`src/rtl/ex_mem_stage.sv`:
```
// EX/MEM pipeline register with a two-entry skid buffer.
// The main entry drives the memory stage and the forwarding path.
module ex_mem_stage #(
    parameter int DATA_W = 32,
    parameter int REG_W  = 5
) (
    input  logic              clk,
    input  logic              reset,
    input  logic              in_valid,
    output logic              in_ready,
    input  logic [DATA_W-1:0] alu_result,
    input  logic              zero,
    input  logic [DATA_W-1:0] store_data,
    input  logic [REG_W-1:0]  rd,
    input  logic              mem_read,
    input  logic              mem_write,
    input  logic              reg_write,
    input  logic              mem_to_reg,
    input  logic              flush,
    output logic              out_valid,
    input  logic              out_ready,
    output logic [DATA_W-1:0] out_alu_result,
    output logic [DATA_W-1:0] out_store_data,
    output logic              out_zero,
    output logic              out_mem_read,
    output logic              out_mem_write,
    output logic              out_reg_write,
    output logic              out_mem_to_reg,
    output logic [REG_W-1:0]  out_rd,
    output logic              fwd_valid,
    output logic [REG_W-1:0]  fwd_rd,
    output logic [DATA_W-1:0] fwd_data
);

    typedef struct packed {
        logic [DATA_W-1:0] alu_result;
        logic              zero;
        logic [DATA_W-1:0] store_data;
        logic [REG_W-1:0]  rd;
        logic              mem_read;
        logic              mem_write;
        logic              reg_write;
        logic              mem_to_reg;
    } entry_t;

    typedef enum logic [1:0] {
        EMPTY = 2'd0,
        FULL  = 2'd1,
        SKID  = 2'd2
    } state_t;

    state_t state_q;
    state_t state_d;
    entry_t main_q;
    entry_t skid_q;
    entry_t in_entry;
    logic   in_ready_q;
    logic   in_xfer;
    logic   out_xfer;
    logic   load_main;
    logic   load_skid;
    logic   move_skid;

    assign in_ready  = in_ready_q;
    assign out_valid = (state_q != EMPTY);
    assign in_xfer   = in_valid && in_ready_q;
    assign out_xfer  = out_valid && out_ready;

    // x0 is hardwired to zero, so a write to it is never a real write.
    always_comb begin
        in_entry            = '0;
        in_entry.alu_result = alu_result;
        in_entry.zero       = zero;
        in_entry.store_data = store_data;
        in_entry.rd         = rd;
        in_entry.mem_read   = mem_read;
        in_entry.mem_write  = mem_write;
        in_entry.reg_write  = reg_write && (rd != '0);
        in_entry.mem_to_reg = mem_to_reg;
    end

    always_comb begin
        state_d   = state_q;
        load_main = 1'b0;
        load_skid = 1'b0;
        move_skid = 1'b0;
        unique case (state_q)
            EMPTY: begin
                if (in_xfer) begin
                    load_main = 1'b1;
                    state_d   = FULL;
                end
            end
            FULL: begin
                if (in_xfer && out_xfer) begin
                    load_main = 1'b1;
                end else if (out_xfer) begin
                    state_d = EMPTY;
                end else if (in_xfer) begin
                    load_skid = 1'b1;
                    state_d   = SKID;
                end
            end
            SKID: begin
                if (out_xfer) begin
                    move_skid = 1'b1;
                    state_d   = FULL;
                end
            end
            default: begin
                state_d = EMPTY;
            end
        endcase
    end

    // Reset and flush both discard everything; neither lets a transfer through.
    always_ff @(posedge clk) begin
        if (reset || flush) begin
            state_q    <= EMPTY;
            in_ready_q <= 1'b1;
            main_q     <= '0;
            skid_q     <= '0;
        end else begin
            state_q    <= state_d;
            in_ready_q <= (state_d != SKID);
            if (load_main) begin
                main_q <= in_entry;
            end else if (move_skid) begin
                main_q <= skid_q;
            end
            if (load_skid) begin
                skid_q <= in_entry;
            end
        end
    end

    assign out_alu_result = main_q.alu_result;
    assign out_store_data = main_q.store_data;
    assign out_zero       = main_q.zero;
    assign out_mem_read   = main_q.mem_read;
    assign out_mem_write  = main_q.mem_write;
    assign out_reg_write  = main_q.reg_write;
    assign out_mem_to_reg = main_q.mem_to_reg;
    assign out_rd         = main_q.rd;

    // Loads resolve in the memory stage, so only ALU results are forwarded.
    assign fwd_valid = out_valid && main_q.reg_write && !main_q.mem_to_reg;
    assign fwd_rd    = main_q.rd;
    assign fwd_data  = main_q.alu_result;

endmodule

```
`config.mk`:
```
export PLATFORM = sky130hd
export DESIGN_NAME = ex_mem_stage
export DESIGN_NICKNAME = d
export VERILOG_FILES = /design/src/rtl/ex_mem_stage.sv
export SDC_FILE = /design/constraint.sdc
export NUM_CORES = 1
export LEC_CHECK = 0
export CORE_MARGIN = 4
export CORE_UTILIZATION = 40
export DETAILED_ROUTE_END_ITERATION = 10
export HOLD_SLACK_MARGIN = 0.1
export PLACE_DENSITY = 0.71
export SLEW_MARGIN = 20
export SYNTH_ARGS = -nofsm -noshare
export SYNTH_HDL_FRONTEND = slang
export SYNTH_SLANG_ARGS = --single-unit
```
`constraint.sdc`:
```
create_clock -name clk -period 3 [get_ports clk]
set_input_delay 0.9 -clock clk [delete_from_list [all_inputs] [get_ports clk]]
set_output_delay 0.9 -clock clk [all_outputs]
set_load 0.05 [all_outputs]
```
==> run summary <==
Clock tree synthesis selected as its root buffer the cell clkbuf_16. TritonCTS created 17 clock buffers. The net count of the finished layout is 994.

Buffers inserted to repair hold after CTS numbered 0. In this run the power density over the cells is 579 mW/mm². The share of Yosys cell area claimed by the top area cell type is 49.5%, and the overall routing resource usage is 18.5%. By count the netlist is led by nand2_1 (294), dfxtp_1 (151), a21oi_1 (73), a31oi_1 (73), o21ai_1 (45).

The area of combinational cells with multiple inputs is 0.00248 mm². The worst setup path is captured at a primary output. Across the VDD grid, the largest voltage drop is 0.000382 V. The data arrival time of the critical path was 1870 ps. The initial utilization of the core area, before any placement, comes to 41.4%. After detailed routing, the total wire length is 16400 µm. In this run the static leakage power is 2.76 nW. Clock-pin slew was measured on the worst setup and hold paths at 50 ps. For this run, design rule violations remaining after detail routing come to 0. The worst pin sits at a relative slew slack of 62.2%.

Summing over every cut layer, the via total after detailed routing is 5612. The synthesized area per cell is 7.75 µm², and the detailed placer's ending HPWL is 10400 µm. After filler insertion, the fill cell instance count of the layout stands at 1369. Sorting the synthesized cells by area gives the leading types as dfxtp_1 (49%), nand2_1 (18%), a31oi_1 (7.5%). The period utilization works out to 92.2%.

For this run, the register share of the synthesized area comes to 49.5%. Walking the worst path, the cells encountered are or2_2, clkdlybuf4s50_1. Number of hold violations in the final report: 0.

Kind of path behind the tightest hold check: reg2reg. The tools report the number of global-route vias before repair as 5211. Post-CTS timing repair inserted 0 buffers for setup.

The maximum achievable frequency was 362 MHz; the post-route standard cell area excluding fillers was 0.00845 mm². The tools report the max-capacitance violation count as 0. Synthesis inferred 151 register bits. For the number of distinct library cells after synthesis, the log shows 27. The synthesized design contains 0 enable-type register cells.

The number of top-level design ports was 193; the number of port buffers was 192. Leading cell type by number of instances after synthesis: nand2_1. For the pin with the worst max-slew slack, the measured transition is 565 ps.

Dividing the detail-routed wire length by the instance count gives 14.8 µm. The run gives 867 as the synthesized net count. The antenna diode count was 0; the clock skew after layout was 5.98 ps. The placed instances occupy a cell area of 0.00787 mm².

The logs give 0 for the total of endpoints with negative setup slack in the final report and 400 ps for the worst-skew pair later-pin latency. In the synthesized netlist the async set-or-reset flop fraction comes to 0%. STA puts the critical path data required time at 2100 ps.

The tools report the initial antenna violation count as 0. Most frequently used flop master after synthesis: dfxtp_1. The first global-routing pass estimated 26400 µm of wire.

The count of nets left with antenna violations once routing finished came out at 0. Adding up every negative setup slack in the final design gives 0 ps. The post-layout total power is 0.00489 W, and the final standard cell utilization of the core is 57.3%.

The run finished with clean final reports. Counting instances, the worst hold path has a depth of 2. Cell at the slowest stage of the critical path: clkdlybuf4s50_1. The die covers 0.0173 mm². The row count is 44, and the maximum level of the CTS H-tree is 4.

The run gives 333 as the iteration-0 DRC count of the detailed router. The storage element area was 0.00302 mm²; the leftover overflow at the end of global routing was 0. The number of cells on the worst reg-to-reg path is 5. For this run, the slowest stage of the critical path takes 810 ps. The worst register-to-register path has a setup slack of 1350 ps. The kind of start point of the critical path is a register. The number of pins with negative max-slew slack in the final report is 0, and the final RePlAce weighted congestion is 0.756. The number of gates resized after CTS was 0.

The flip-flop count of the largest register after layout came out at 74. The mapped netlist covers 0.00611 mm². During synthesis, Yosys emitted a total of 0 warnings.

From left edge to right edge, the die measures 132 µm. The type of the worst setup path was reg2out. For this run, the detailed router's first-pass iteration total came to 5. The run gives 0.0148 mm² as the core region area. The detail-routed via count per cell works out to 5.06. TritonCTS built the clock tree.

The signed area change from the synthesized netlist to the final layout works out to 38.3%. Number of buffers between clock root and the deepest sink: 2. The run gives 151 as the number of clock sinks seen by CTS. Of all cell types, the one taking the most synthesized area is dfxtp_1. Setup repair after global routing left no endpoint under its margin. More flip-flops sit in one register than any other, and that register is skid_q.

Synthesis handed over a netlist of 788 instances. The vertical die dimension works out to 132 µm. The post-route minimum period is 2770 ps. Of all nets on the critical path, the largest fanout is 7. The maximum number of pins on one net before global-route repair came out at 76. The share of final-layout standard cells stronger than drive strength 1 is 5.41%.
[cells by family (layout without fill, tap and decap cells)]
group | count (synthesis) | in the layout | synth area share (%)
xor+xnor | 1 | 1 | 0.143
compound gates | 223 | 223 | 19.9
flops | 151 | 151 | 49.5
simple gates | 309 | 309 | 19.8
mux | 2 | 2 | 0.348
buf+inv | 102 | 238 | 10.3
[path summary, 6_finish.rpt]
kind	startpoint	endpoint
hold reg to reg	skid_q[21]	skid_q[21]
setup / recovery	state_q[1]	out_valid
hold / removal	skid_q[21]	skid_q[21]
setup reg to reg	state_q[1]	out_mem_to_reg
[per-stage QoR]
step	hold slack, ps	setup slack, ps	std cells
floorplan	437	866	788
global placement	442	463	1080
detailed placement	447	449	1080
CTS	454	5.80	1108
global route	472	140	1108
finish	452	235	1108
[routing by layer]
layer,track usage [%],up-vias,wire length (µm)
met4,4.78,0,97
met5,0,-,0
li1,-,2857,-
met2,30.7,171,7820
met3,6.19,6,1070
met1,23.1,2578,7430
[cells in the final DEF (no fill, tap or decap), drive strengths merged, types with 2 or more instances in the layout]
master and count:
nand2 294, clkdlybuf4s50 191, dfxtp 151, o21ai 74, a31oi 73, a21oi 73
clkbuf 24, buf 17, bufinv 3, and3b 3, or2 2, nand2b 2
nand3 2, o31ai 2, nor2 2
[layout make-up]
type,instances,area share (%)
flip-flops and latches,151,35.8
repair buffers,209,25.3
inverters,1,0.0444
well taps,184,2.72
clock inverters,4,1.13
multi-input cells,535,29.3
clock buffers,24,5.70
[critical path: cells and delay by family, from the launching register on]
kind / cells / cell delay [ps]
buffers and inverters: 1 / 810
DFF: 1 / 450
and+or+nand+nor: 1 / 210
[report_power, final]
part | total (W) | switching, W | leakage, nW | internal [W]
clock | 0.00211 | 0.000750 | 0.282 | 0.00136
combinational | 0.000690 | 0.000428 | 1.25 | 0.000262
sequential | 0.00209 | 0.0000341 | 1.23 | 0.00206
total | 0.00489 | 0.00121 | 2.76 | 0.00368
Power figures use the tool's default switching activity.
